<file path="src/rtl/adder_pkg.sv">
// Shared types and parameter checks for the serial add/sub datapath.
package adder_pkg;

  typedef enum logic [1:0] {
    IDLE = 2'd0,
    RUN  = 2'd1,
    DONE = 2'd2
  } state_t;

  // Chunk width must be non-zero, no wider than the operand, and divide it evenly.
  function automatic bit n_w_legal(input int unsigned n, input int unsigned w);
    return (w >= 1) && (w <= n) && ((n % w) == 0);
  endfunction

endpackage

</file>
<file path="src/rtl/chunk_adder.sv">
// W-bit combinational ripple adder; also exposes the carry into its MSB for overflow.
module chunk_adder #(
  parameter int unsigned W = 4
) (
  input  logic [W-1:0] A,
  input  logic [W-1:0] B,
  input  logic         Cin,
  output logic [W-1:0] Sum,
  output logic         Cout,
  output logic         Cmsb
);

  logic [W:0] carry;

  assign carry[0] = Cin;

  for (genvar i = 0; i < W; i++) begin : g_bit
    full_adder u_fa (
      .a_i   (A[i]),
      .b_i   (B[i]),
      .ci_i  (carry[i]),
      .sum_c (Sum[i]),
      .cout_c(carry[i+1])
    );
  end

  assign Cout = carry[W];
  assign Cmsb = carry[W-1];

endmodule

</file>
<file path="src/rtl/full_adder.sv">
// One-bit full adder cell used to build the chunk ripple chain.
module full_adder (
  input  logic a_i,
  input  logic b_i,
  input  logic ci_i,
  output logic sum_c,
  output logic cout_c
);

  assign sum_c  = a_i ^ b_i ^ ci_i;
  assign cout_c = (a_i & b_i) | (ci_i & (a_i ^ b_i));

endmodule

</file>
<file path="src/rtl/serial_adder.sv">
// N-bit add/sub computed W bits per cycle through one shared chunk adder,
// with valid/ready handshakes on both sides.
module serial_adder
  import adder_pkg::*;
#(
  parameter int unsigned N = 16,
  parameter int unsigned W = 4
) (
  input  logic         clk,
  input  logic         rst_n,
  input  logic         in_valid,
  output logic         in_ready,
  input  logic [N-1:0] A,
  input  logic [N-1:0] B,
  input  logic         Sub,
  output logic         out_valid,
  input  logic         out_ready,
  output logic [N-1:0] Sum,
  output logic         Cout,
  output logic         Ovf
);

  localparam int unsigned C  = N / W;
  localparam int unsigned KW = $clog2(C) + 1;

  if (!n_w_legal(N, W)) begin : g_bad_params
    $error("serial_adder: N must be a non-zero multiple of W with W <= N");
  end

  state_t         state_q, state_d;
  logic [KW-1:0]  k_q, k_d;
  logic [N-1:0]   a_q, a_d;
  logic [N-1:0]   b_q, b_d;
  logic [N-1:0]   sum_q, sum_d;
  logic           carry_q, carry_d;
  logic           cout_q, cout_d;
  logic           ovf_q, ovf_d;
  logic           in_ready_q, in_ready_d;
  logic           out_valid_q, out_valid_d;

  logic [W-1:0]   ch_a, ch_b, ch_sum;
  logic           ch_cout, ch_cmsb;
  logic           last_chunk;

  // Operand mux: select chunk k of the latched operands.
  always_comb begin
    ch_a = '0;
    ch_b = '0;
    for (int unsigned i = 0; i < C; i++) begin
      if (k_q == KW'(i)) begin
        ch_a = a_q[i*W +: W];
        ch_b = b_q[i*W +: W];
      end
    end
  end

  chunk_adder #(.W(W)) u_chunk (
    .A   (ch_a),
    .B   (ch_b),
    .Cin (carry_q),
    .Sum (ch_sum),
    .Cout(ch_cout),
    .Cmsb(ch_cmsb)
  );

  assign last_chunk = (k_q == KW'(C - 1));

  always_comb begin
    state_d   = state_q;
    k_d       = k_q;
    a_d       = a_q;
    b_d       = b_q;
    sum_d     = sum_q;
    carry_d   = carry_q;
    cout_d    = cout_q;
    ovf_d     = ovf_q;

    unique case (state_q)
      IDLE: begin
        if (in_valid && in_ready_q) begin
          // Subtract folds into add: invert B and inject a carry of one.
          a_d     = A;
          b_d     = B ^ {N{Sub}};
          carry_d = Sub;
          k_d     = '0;
          state_d = RUN;
        end
      end
      RUN: begin
        for (int unsigned i = 0; i < C; i++) begin
          if (k_q == KW'(i)) begin
            sum_d[i*W +: W] = ch_sum;
          end
        end
        carry_d = ch_cout;
        k_d     = k_q + KW'(1);
        if (last_chunk) begin
          cout_d  = ch_cout;
          ovf_d   = ch_cout ^ ch_cmsb;
          state_d = DONE;
        end
      end
      DONE: begin
        if (out_ready) begin
          state_d = IDLE;
        end
      end
      default: begin
        state_d = IDLE;
      end
    endcase

    in_ready_d  = (state_d == IDLE);
    out_valid_d = (state_d == DONE);
  end

  always_ff @(posedge clk) begin
    if (!rst_n) begin
      state_q     <= IDLE;
      k_q         <= '0;
      a_q         <= '0;
      b_q         <= '0;
      sum_q       <= '0;
      carry_q     <= 1'b0;
      cout_q      <= 1'b0;
      ovf_q       <= 1'b0;
      in_ready_q  <= 1'b0;
      out_valid_q <= 1'b0;
    end else begin
      state_q     <= state_d;
      k_q         <= k_d;
      a_q         <= a_d;
      b_q         <= b_d;
      sum_q       <= sum_d;
      carry_q     <= carry_d;
      cout_q      <= cout_d;
      ovf_q       <= ovf_d;
      in_ready_q  <= in_ready_d;
      out_valid_q <= out_valid_d;
    end
  end

  assign in_ready  = in_ready_q;
  assign out_valid = out_valid_q;
  assign Sum       = sum_q;
  assign Cout      = cout_q;
  assign Ovf       = ovf_q;

endmodule

</file>
<file path="config.mk">
export PLATFORM = sky130hd
export DESIGN_NAME = serial_adder
export DESIGN_NICKNAME = d
export VERILOG_FILES = /design/src/rtl/adder_pkg.sv /design/src/rtl/chunk_adder.sv /design/src/rtl/full_adder.sv /design/src/rtl/serial_adder.sv
export SDC_FILE = /design/constraint.sdc
export NUM_CORES = 1
export LEC_CHECK = 0
export BUFFER_PORTS_ARGS = -buffer_cell sky130_fd_sc_hd__buf_2
export CORE_UTILIZATION = 35
export DETAILED_ROUTE_END_ITERATION = 12
export PLACE_DENSITY = 0.66
export SLEW_MARGIN = 25
export SYNTH_ARGS = -nofsm -noshare
export SYNTH_HDL_FRONTEND = slang
export SYNTH_SLANG_ARGS = --single-unit
</file>
<file path="constraint.sdc">
create_clock -name clk -period 3.4 [get_ports clk]
set_input_delay 0.17 -clock clk [delete_from_list [all_inputs] [get_ports clk]]
set_output_delay 0.17 -clock clk [all_outputs]
set_load 0.1 [all_outputs]
</file>
---- Word-level counts from Yosys, hierarchy flattened ----
Cells that the tools add are included.
word-level totals
  output and inout bits ................... 20
  memory bits (writable) .................. 0
  bits in latches ......................... 0
  logic and storage cells ................. 70
  memories kept ........................... 0
  register bits ........................... 58
  memory bits (read-only) ................. 0
cells by class
  multiplexer cells ....................... 16
  divide/modulo/power cells ............... 0
  order comparisons ....................... 0
  eq/ne operators ......................... 7
  bitwise logic cells ..................... 22
  $mul .................................... 0
  shift-type cells ........................ 0
  add/subtract/negate cells ............... 1
  reduce and logical (&&, ||, !) cells .... 11
operators with widths
  cell                   number
  $mux W4                8
  $xor A16 B16 Y16       1
  $reduce_and A2 Y1      6
  $xor A1 B1 Y1          9
  $and A1 B1 Y1          8
  $eq A3 B2 Y1 const B   2
  $mux W2                3
  $pmux W2 S3            1
  $pmux W3 S2            1
  $eq A2 B2 Y1 const B   2
  $logic_not A2 Y1       2
  $or A1 B1 Y1           4
  $add A3 B1 Y3 const B  1
  $eq A3 B1 Y1 const B   1
  $logic_not A3 Y1       1
  $mux W3                1
  $eq A2 B1 Y1 const B   1
  $ne A2 B2 Y1 const B   1
  $pmux W1 S2            1
  $reduce_bool A2 Y1     1
  $logic_and A1 B1 Y1    1
  $mux W1                1

---- Longest topological paths before layout ----
Gate-level depths: netlist (run 1).
  depth in word-level cells ............... 15
  mapped depth ............................ 16
  gate-level depth less buffers ........... 15

---- Hierarchy ----
From an unflattened synthesis (run 1), not the netlist that was laid out.
second synthesis, totals
  cell total of the unflattened synthesis .. 307
  area total of the unflattened synthesis .. 2783.9 um2
by module, submodules not included
  module        sequential area each (um2)  instances  cells each  area each (um2)
  serial_adder  1161.1                      1          303         2703.8
  full_adder    0.0                         4          1           20.0

---- Worst setup path after synthesis (run 1) ----
No wires, ideal clock.
  path kind ............................... register to register
  start ................................... register k_q[0]
  end ..................................... register sum_q[15] (netlist: Sum[15])
  setup time .............................. 0.120 ns
  stages on the path, launching flop included .. 15
  slack ................................... 0.180 ns
  arrival time ............................ 3.100 ns
  required time ........................... 3.280 ns
  cell sequence ........................... dfxtp_1 ha_1 ha_1 clkbuf_1 nor2_1 a32oi_1 fa_1 inv_1 fa_1 inv_1 fa_1 inv_1 fa_1 mux2i_1 nor2_1
between the ends
  cells in the longest elaborated chain, start to end .. 13
  elaborated cells between the ends (all ways) .. 27
  those cells by class .................... eq/ne: 3; mux: 8; bitwise: 14; reduce/logical: 2
RTL lines
  item                             RTL line             text
  start, declared                  serial_adder.sv:31   logic [KW-1:0] k_q, k_d;
  start signal, assigned           serial_adder.sv:131  k_q <= k_d;
  $logic_not A3 Y1                 serial_adder.sv:50   if (k_q == KW'(i)) begin
  $mux W4 (4 in series)            serial_adder.sv:50
  $xor A1 B1 Y1                    full_adder.sv:11     assign cout_c = (a_i & b_i) | (ci_i & (a_i ^ b_i));
  $and A1 B1 Y1                    full_adder.sv:11
  $or A1 B1 Y1                     full_adder.sv:11
  $and A1 B1 Y1                    full_adder.sv:11
  $or A1 B1 Y1                     full_adder.sv:11
  $and A1 B1 Y1                    full_adder.sv:11
  $or A1 B1 Y1                     full_adder.sv:11
  $xor A1 B1 Y1 (*)                full_adder.sv:10     assign sum_c = a_i ^ b_i ^ ci_i;
  net u_chunk.g_bit[3].u_fa.sum_c  full_adder.sv:6      output logic sum_c,
  end signal, assigned             serial_adder.sv:134  sum_q <= sum_d;
  end, declared                    serial_adder.sv:34   logic [N-1:0] sum_q, sum_d;
Mark *: on every way through the listed nets, which the timed path passes. The rest lies on a longest branch.
A chain may end at the register's enable or synchronous reset.

---- Worst setup path after layout (run 1) ----
Same ends and word-level chain as after synthesis.

==> metrics.md, run 1 <==
| Metric | Value |
|---|---|
| Area fraction of the dominant cell type after synthesis | `0.420` |
| Total clock sinks | `between 50 and 60` |
| Initial Utilization | `0.359` |
| Min Tclk post-route | `around 3.2 ns` |
| Largest net degree at the start of global routing | `44` |
| Hpwl dp | `about 4300 um` |
| N_diodes | `0` |
| RSZ-0062 raised after global routing | `false` |
| Filler cells | `802` |
| Row cnt | `32` |
| Vias per cell | `roughly 4.8` |
| Placed instance area | `just over 0.003 mm^2` |
| Mapped Cells | `306` |
| Maximum clock path buffer count | `2` |
| Share of layout cells above drive strength 1 | `0.240` |
| Area growth syn-to-layout | `20.8%` |
| Worst path required time | `~3.6 ns` |
| Worst Hold Class | `in -> reg` |
| IO Pins | `57` |
| Final instance count without filler cells | `about 460` |
| Final Cycle Share | `0.929` |
| Nets | `400` |
| R2R Path Start | `k_q[0]` |
| Final instance area | `about 0.0033 mm^2` |
| Post-synthesis instance area | `0.00276 mm^2` |
| Syn_area_per_cell | `9.02 um^2` |
| Die width | `a little over 90 um` |
| DR WL/cell | `~13 um` |
| Max Clock Freq | `0.317 GHz` |
| Via Count | `between 2k and 2.5k` |
| Slew Limit Fails | `0` |
| Die Span Y | `90.8 um` |
| Largest area contributor in the netlist | `dfxtp_1` |
| Placed Instances | `around 450` |
| Crit. End Element | `flip-flop` |
| Core Area | `between 0.007 and 0.008 mm^2` |
| Post-Place Worst Slack | `around 0.20 ns` |
| Initial antenna violation count | `0` |
| Syn nets | `352` |
| Port-buffer cells | `56` |
| Reg clk slew, reported paths | `about 0.070 ns` |
| Routed Antenna Nets | `0` |
| Crit. Startpoint | `k_q[0]` |
| Clk root buf | `clkbuf_8` |
| Pwr dens | `528 mW/mm^2` |
| Max-capacitance violation count | `0` |
| Run status | `finished clean` |
| Post-CTS Setup Inserts | `0` |
| Wirelength, routed | `5930 um` |
| Number of global-route vias before repair | `roughly 2.1k` |
| Top post-synthesis cells by area | `dfxtp_1 (42%), nand2_1 (9.7%), o211a_1 (8.3%)` |
| EDFF count, synth | `0` |
| Clk_lat worst skew | `between 0.3 and 0.4 ns` |
| IR drop worst, VDD | `about 160 uV` |
| DRC errors left | `0` |
| Share of flip-flops with an asynchronous set or reset | `0` |
| Final Hold Vio Count | `0` |
| Total gr overflow | `0` |
| Number of detailed-route iterations in the first pass | `4` |
| Slew HR | `0.471` |
| Die area | `0.00825 mm^2` |
| Most frequent cell after synthesis | `nand2_1` |
| Hold path start | `A[1]` |
| Commonest cells in the netlist | `nand2_1 (71), dfxtp_1 (58), o211a_1 (23)` |
| P_leak | `1.54 nW` |
| Worst Path Arrival | `3.39 ns` |
| Final worst slack | `about 0.24 ns` |
| Worst Tran Pin Value | `0.789 ns` |
| Synthesis Warnings | `0` |
| Crit Path Class | `reg -> reg` |
| Setup Skew | `just over 0.008 ns` |
| First-pass GRT wire length | `a little under 10000 um` |
| Fin util | `0.434` |
| Startpoint types | `flip-flop` |
| Total GRT Usage | `0.153` |
| Iter 0 DRT Violations | `71` |
| Global placer's final weighted congestion | `around 0.83` |
| Crit-path max FO | `9` |
| Setup violations, final | `0` |
| Setup TNS Final | `0 ns` |
| Seq/Total Area, Yosys | `0.420` |
| Distinct cells, synth | `34` |
| CTS tree | `built` |
| H-tree level count | `3` |
| Number of CTS-inserted buffers | `9` |
| #FFs+latches synth | `58` |
| Synth Flop Type | `dfxtp_1` |
routing by layer:
layer	up-vias	track usage	wire [um]
met5	-	0	0
met3	8	0.0311	249
met2	49	0.246	2740
li1	1142	-	-
met4	0	0.0873	110
met1	1035	0.191	2820
critical path, stage by stage (launching register included):
cell and delay, ns:
dfxtp_1 0.35, inv_1 0.12, ha_1 0.36, nand2_1 0.09, o21ai_0 0.16, a32oi_1 0.14
fa_1 0.40, inv_1 0.07, fa_1 0.16, inv_1 0.05, fa_1 0.40, inv_1 0.09
fa_1 0.46, mux2i_1 0.16, nor2_1 0.05
power breakdown:
group	internal [mW]	switching (mW)
combinational	0.0888	0.144
sequential	0.714	0.0210
clock	0.524	0.271
total	1.33	0.435
kinds of logic after synthesis:
| kind of cell | after synthesis | share of synthesized area |
|---|---|---|
| AOI/OAI and AO/OA | 78 | 0.218 |
| xor gates and xnor gates | 17 | 0.0539 |
| adders and majority gates | 9 | 0.0517 |
| buffers and inverters | 32 | 0.0585 |
| DFF | 58 | 0.420 |
| muxes | 4 | 0.0145 |
| and+or+nand+nor | 108 | 0.183 |
layout make-up:
type	count	area, um^2	area share
multi-input cells	216	1450	0.434
clock buffers	11	151	0.0454
flip-flops and latches	58	1160	0.348
clock inverters	5	100	0.0300
inverters	8	30.0	0.00901
well taps	102	128	0.0383
repair buffers	61	318	0.0953
repair_timing:
| item | 4_1_cts | 5_1_grt |
|---|---|---|
| endpoints found under the setup margin | 0 | 6 |
| hold buffers | 0 | 0 |
| gates resized for setup | 0 | 3 |
placed cells by master (no fill, tap or decap), types with 2 or more instances in the layout:
master     netlist  routed
a21boi_0        15      15
a21oi_1         11      11
a32o_1           4       4
a32oi_1          4       4
and4bb_2         3       3
buf_2            6      56
buf_4            5       5
bufinv_16        0       3
clkbuf_8         0      11
clkinv_2         0       2
dfxtp_1         58      58
fa_1             4       4
ha_1             5       3
ha_2             0       2
inv_1            8       8
mux2i_1          4       4
nand2_1         71      71
nand2b_1         9       9
nand3_1          8       8
nor2_1           7       6
nor2b_1          4       4
o211a_1         23      23
o21ai_0         15      15
xnor2_1         17      17
final timing paths:
| kind | to | slack [ns] | cells after the start |
|---|---|---|---|
| max | Sum[15] | 0.24 | 14 |
| max reg2reg | Sum[15] | 0.24 | 14 |
| min reg2reg | Sum[3] | 0.46 | 2 |
| min | a_q[1] | 0.06 | 3 |
state kept, by name (all words and copies together), names as in the netlist:
signal	count
in_ready	1
Ovf	1
k_q	3
Sum	16
Cout	1
b_q	16
state_q	2
carry_q	1
out_valid	1
a_q	16
stage by stage:
| step | hold WS, ns | power [mW] |
|---|---|---|
| 6_report | 0.0636 | 1.76 |
| 5_1_grt | 0.0709 | 1.83 |
| 4_1_cts | 0.0566 | 1.77 |
| 3_5_place_dp | 0.423 | 0.984 |
| 3_3_place_gp | 0.416 | 0.979 |
| 2_1_floorplan | 0.305 | 0.926 |
(Power assumes the default switching activity.)
==> run 2, diff against run 1 <==
- CORE_ASPECT_RATIO: unset -> 1.1
==> run 2 against run 1 <==
  * First-iteration DRC count grew 51%
  * Clock skew shrank 0.0024 ns
  * Routed wire length grew 0.17%
  * Die area is essentially flat
  * Worst hold slack gained 0.013 ns
  * Maximum frequency grew 0.50%
  * Combinational power is essentially flat
  * Via count grew 0.81%
  * Critical endpoint unchanged
  * Cell area shrank 0.98%
  * Global-route usage grew 0.46 points
  * Critical path depth is the same
==> metrics.md, run 2 (same netlist as run 1, synthesis figures left out) <==
| Metric | Value |
|---|---|
| DRC errors left | `0` |
| PostCTS Resize Cnt | `0` |
| Clk_lat worst skew | `0.34 ns` |
| Crit. Startpoint | `k_q[0]` |
| Placed instance area | `~0.0031 mm^2` |
| Total gr overflow | `0` |
| Maximum clock path buffer count | `2` |
| First-pass GRT wire length | `roughly 9800 um` |
| Reg clk slew, reported paths | `roughly 0.060 ns` |
| Crit Path Class | `reg -> reg` |
| Number of CTS-inserted buffers | `9` |
| Vias per cell | `approximately 4.9` |
| Most frequent cells in the layout | `nand2_1 (71), dfxtp_1 (58), buf_2 (56)` |
| Max-capacitance violation count | `0` |
| CP max-delay cell | `fa_1` |
| Clk root buf | `clkbuf_8` |
| CTS tree | `built` |
| Initial antenna violation count | `0` |
| RSZ-0062 raised after global routing | `false` |
| Die width | `between 80 and 90 um` |
| Iter 0 DRT Violations | `about 110` |
| Worst Path Arrival | `roughly 3.4 ns` |
| PnR Total Power | `between 1.5 and 2 mW` |
| N_diodes | `0` |
| FF+latch area | `0.00116 mm^2` |
| Area growth syn-to-layout | `19.6%` |
| Startpoint types | `flip-flop` |
| Setup Skew | `approximately 0.0058 ns` |
| Port-buffer cells | `between 50 and 60` |
| IR drop worst, VDD | `between 150 and 200 uV` |
| Die Span Y | `about 95 um` |
| Min Tclk post-route | `about 3.1 ns` |
| Row cnt | `33` |
| Total clock sinks | `58` |
| Via Count | `roughly 2.3k` |
| Number of global-route vias before repair | `2163` |
| Crit. End Element | `flip-flop` |
| Total GRT Usage | `0.158` |
| Pwr dens | `roughly 500 mW/mm^2` |
| Setup TNS Final | `0 ns` |
| R2R Setup Slk | `between 0.2 and 0.3 ns` |
| R2R Path Start | `k_q[0]` |
| Slew Limit Fails | `0` |
| Largest net degree at the start of global routing | `53` |
| DR WL/cell | `roughly 13 um` |
| H-tree level count | `3` |
| Final Cycle Share | `0.924` |
| Worst path required time | `roughly 3.6 ns` |
| Filler cells | `between 700 and 800` |
| Most common cell after layout, fill and taps aside | `nand2_1` |
| Hold path start | `A[7]` |
| Crit-path max FO | `9` |
| Number of detailed-route iterations in the first pass | `4` |
| Post-CTS Setup Inserts | `0` |
| Initial Utilization | `0.365` |
| P_leak | `approximately 1.5 nW` |
| Worst path max stage delay | `0.47 ns` |
| Worst Tran Pin Value | `~0.8 ns` |
| Worst-path cell chain | `inv_1, ha_1, nand2_1, o21ai_0, a32oi_1, fa_1, inv_1, fa_1, inv_1, fa_1, inv_1, fa_1, mux2i_1, nor2_1` |
| Run status | `finished clean` |
| Slew HR | `0.451` |
| Wirelength, routed | `~6000 um` |
| Final instance area | `0.00330 mm^2` |
| Post-CTS Hold Fix Bufs | `0` |
| Hpwl dp | `~4300 um` |
| Share of layout cells above drive strength 1 | `0.237` |
| Die area | `a little over 0.008 mm^2` |
| IO Pins | `57` |
| Max Clock Freq | `0.318 GHz` |
| Setup violations, final | `0` |
| Global placer's final weighted congestion | `0.782` |
| Worst Hold Class | `in -> reg` |
| Nets | `400` |
| Routed Antenna Nets | `0` |
| Final Hold Vio Count | `0` |
| Core Area | `~0.0076 mm^2` |
| Footprint of the multi-input gates | `between 0.001 and 0.0015 mm^2` |
==> run 2: power breakdown <==
part / switching [mW] / leakage (nW) / internal, mW
Sequential: 0.0214 / 0.472 / 0.714
Combinational: 0.144 / 0.940 / 0.0886
Clock: 0.264 / 0.116 / 0.427
==> run 2: critical path, delay by kind of cell (launching register included) <==
kind | cells | cell delay, ns
and+or+nand+nor | 2 | 0.13
DFF | 1 | 0.34
muxes | 1 | 0.16
adders and majority gates | 5 | 1.78
buffers and inverters | 4 | 0.32
AOI/OAI and AO/OA | 2 | 0.29
==> run 2: path summary, 6_finish.rpt <==
kind | to | cells past startpoint
max reg2reg | Sum[15] | 14
max | Sum[15] | 14
min | a_q[7] | 3
min reg2reg | Sum[5] | 2
==> run 2: final cells by class <==
class                      instances  share of cell area
timing repair buffer              61              0.0962
clock inverter                     6              0.0243
multi-input combinational        216               0.437
clock buffer                      10              0.0417
sequential                        58               0.352
inverter                           8             0.00909
tap                              105              0.0398
==> run 2: metal layers <==
metal,share of wire,vias to the layer above,GRT usage
met5,0,-,0
met4,0.020,0,0.0875
met3,0.034,9,0.0346
met2,0.49,36,0.266
met1,0.46,1065,0.187
li1,-,1142,-
==> run 2: stage by stage <==
step	utilization	hold WS, ns	std cells	setup slack (ns)
CTS	0.436	0.0626	464	0.155
finish	0.437	0.0771	464	0.258
global placement	0.408	0.427	448	0.289
floorplan	-	0.305	306	0.180
global route	0.437	0.0746	464	0.0109
detailed placement	0.408	0.426	448	0.170
==> run 3, diff against run 2 <==
- PLACE_DENSITY: 0.66 -> 0.64
- clock period: 3.4 -> 2.9 ns (I/O delays scaled with it)
==> run 3 against run 2 <==
  * Via count increased by 2.9%
  * Count of clock-buffer cells in the layout increased by 1
  * Maximum frequency increased by 8.5%
  * Die area unchanged
  * Cell area increased by 3.9%
  * Final cell count increased by 1.9%
  * Critical path type unchanged
  * Critical endpoint unchanged
==> metrics.md, run 3 (same netlist as run 1, synthesis figures left out) <==
| Metric | Value |
|---|---|
| Crit. Startpoint | `k_q[1]` |
| Die Span Y | `roughly 95 um` |
| Number of CTS-inserted buffers | `9` |
| Total GRT Usage | `0.164` |
| FF+latch area | `0.00117 mm^2` |
| Iter 0 DRT Violations | `roughly 110` |
| Row cnt | `33` |
| Total clock sinks | `58` |
| Min Hold Slack | `around 0.057 ns` |
| Fin util | `0.454` |
| Via Count | `2318` |
| Most common cell after layout, fill and taps aside | `nand2_1` |
| Initial Utilization | `0.365` |
| Worst path required time | `approximately 3.1 ns` |
| Crit. End Element | `flip-flop` |
| Hold path start | `A[1]` |
| Setup TNS Final | `0 ns` |
| CTS tree | `built` |
| GRT met3 Usage | `0.0398` |
| IO Pins | `between 50 and 60` |
| Number of detailed-route iterations in the first pass | `4` |
| Setup Skew | `between 0.006 and 0.007 ns` |
| Run status | `finished clean` |
| Final instance count without filler cells | `around 470` |
| Wirelength, routed | `~6400 um` |
| Worst Path Arrival | `approximately 3.1 ns` |
| P_leak | `around 1.6 nW` |
| Final Cycle Share | `0.999` |
| H-tree level count | `3` |
| Slew Limit Fails | `0` |
| Clk root buf | `clkbuf_8` |
| Footprint of the multi-input gates | `approximately 0.0016 mm^2` |
| DR WL/cell | `roughly 14 um` |
| Die area | `0.00825 mm^2` |
| Vias per cell | `between 4 and 5` |
| Worst Hold Class | `in -> reg` |
| Setup violations, final | `0` |
| Placed instance area | `approximately 0.0032 mm^2` |
| Pwr dens | `between 500 and 600 mW/mm^2` |
| Hpwl dp | `4580 um` |
| Slew HR | `0.411` |
| M1 GR Usage | `0.201` |
| Worst Tran Pin Value | `roughly 0.88 ns` |
| PnR Total Power | `roughly 1.8 mW` |
| N_diodes | `0` |
| Max Clock Freq | `approximately 0.35 GHz` |
| Most frequent cells in the layout | `nand2_1 (71), dfxtp_1 (56), buf_2 (56)` |
| Final Hold Vio Count | `0` |
| Area growth syn-to-layout | `24.3%` |
| RSZ-0062 raised after global routing | `true` |
| Filler cells | `777` |
| DRC errors left | `0` |
| Largest net degree at the start of global routing | `between 40 and 50` |
| Initial antenna violation count | `0` |
| Nets | `410` |
| Most Used Layer, Global Route | `met2` |
| Post-Place Worst Slack | `-0.0104 ns` |
| Die width | `a little under 90 um` |
| First-pass GRT wire length | `between 10000 and 15000 um` |
| R2R Setup Slk | `~0.0033 ns` |
| Routed Antenna Nets | `0` |
| Startpoint types | `flip-flop` |
| IR drop worst, VDD | `approximately 230 uV` |
| Final worst slack | `0.00329 ns` |
| Crit Path Class | `reg -> reg` |
| Core Area | `0.00756 mm^2` |
| Min Tclk post-route | `approximately 2.9 ns` |
| Maximum clock path buffer count | `2` |
| Total gr overflow | `0` |
| Number of global-route vias before repair | `approximately 2.1k` |
| Final instance area | `about 0.0034 mm^2` |
| Crit-path max FO | `7` |
| Port-buffer cells | `56` |
| Global placer's final weighted congestion | `roughly 0.89` |
| Reg clk slew, reported paths | `0.06 ns` |
| Grt met2 use | `0.259` |
| Share of layout cells above drive strength 1 | `0.310` |
| Clk_lat worst skew | `around 0.34 ns` |
| R2R Path Start | `k_q[1]` |
| Placed Instances | `~450` |
| Max-capacitance violation count | `0` |
run 3: changes by cell type in the layout (fill, tap and decap cells not counted), sizes merged:
| cell | previous run | this run |
|---|---|---|
| buf | 61 | 71 |
| bufinv | 2 | 0 |
| clkbuf | 10 | 11 |
run 3: timing repair:
action,4_1_cts,5_1_grt
setup buffers,0,6
gates resized for setup,3,14
hold buffers,0,0
endpoints found under the setup margin,2,7
pin swaps,1,8
run 3: metal layers:
metal	vias to the layer above	part of all wire
met4	0	0.035
met1	1071	0.46
li1	1170	-
met2	59	0.46
met3	18	0.051
met5	-	0
run 3: worst paths after layout:
check	cells past startpoint	to
max	14	Sum[15]
min	3	a_q[1]
max reg2reg	14	Sum[15]
min reg2reg	2	a_q[15]
run 3: cell type report:
type / instances / share of cell area
Multi-Input combinational cell: 216 / 0.452
Sequential cell: 58 / 0.341
Timing Repair Buffer: 71 / 0.114
Clock buffer: 11 / 0.0383
Tap cell: 105 / 0.0383
Inverter: 8 / 0.0102
Clock inverter: 4 / 0.00583
run 3: power breakdown:
group          leakage [nW]  internal (mW)  switching, mW
Combinational         0.998          0.120          0.177
Sequential            0.473          0.836         0.0286
Clock                0.0827          0.299          0.290
run 3: worst max-delay path, cell delays in order (launching register included):
cell and delay (ns):
dfxtp_4 0.40, inv_4 0.06, ha_4 0.18, buf_4 0.14
o21ai_2 0.15, a32oi_2 0.14, fa_2 0.37, inv_2 0.06
fa_2 0.18, inv_2 0.04, fa_2 0.34, inv_2 0.07
fa_2 0.46, mux2i_1 0.16, nor2_1 0.05
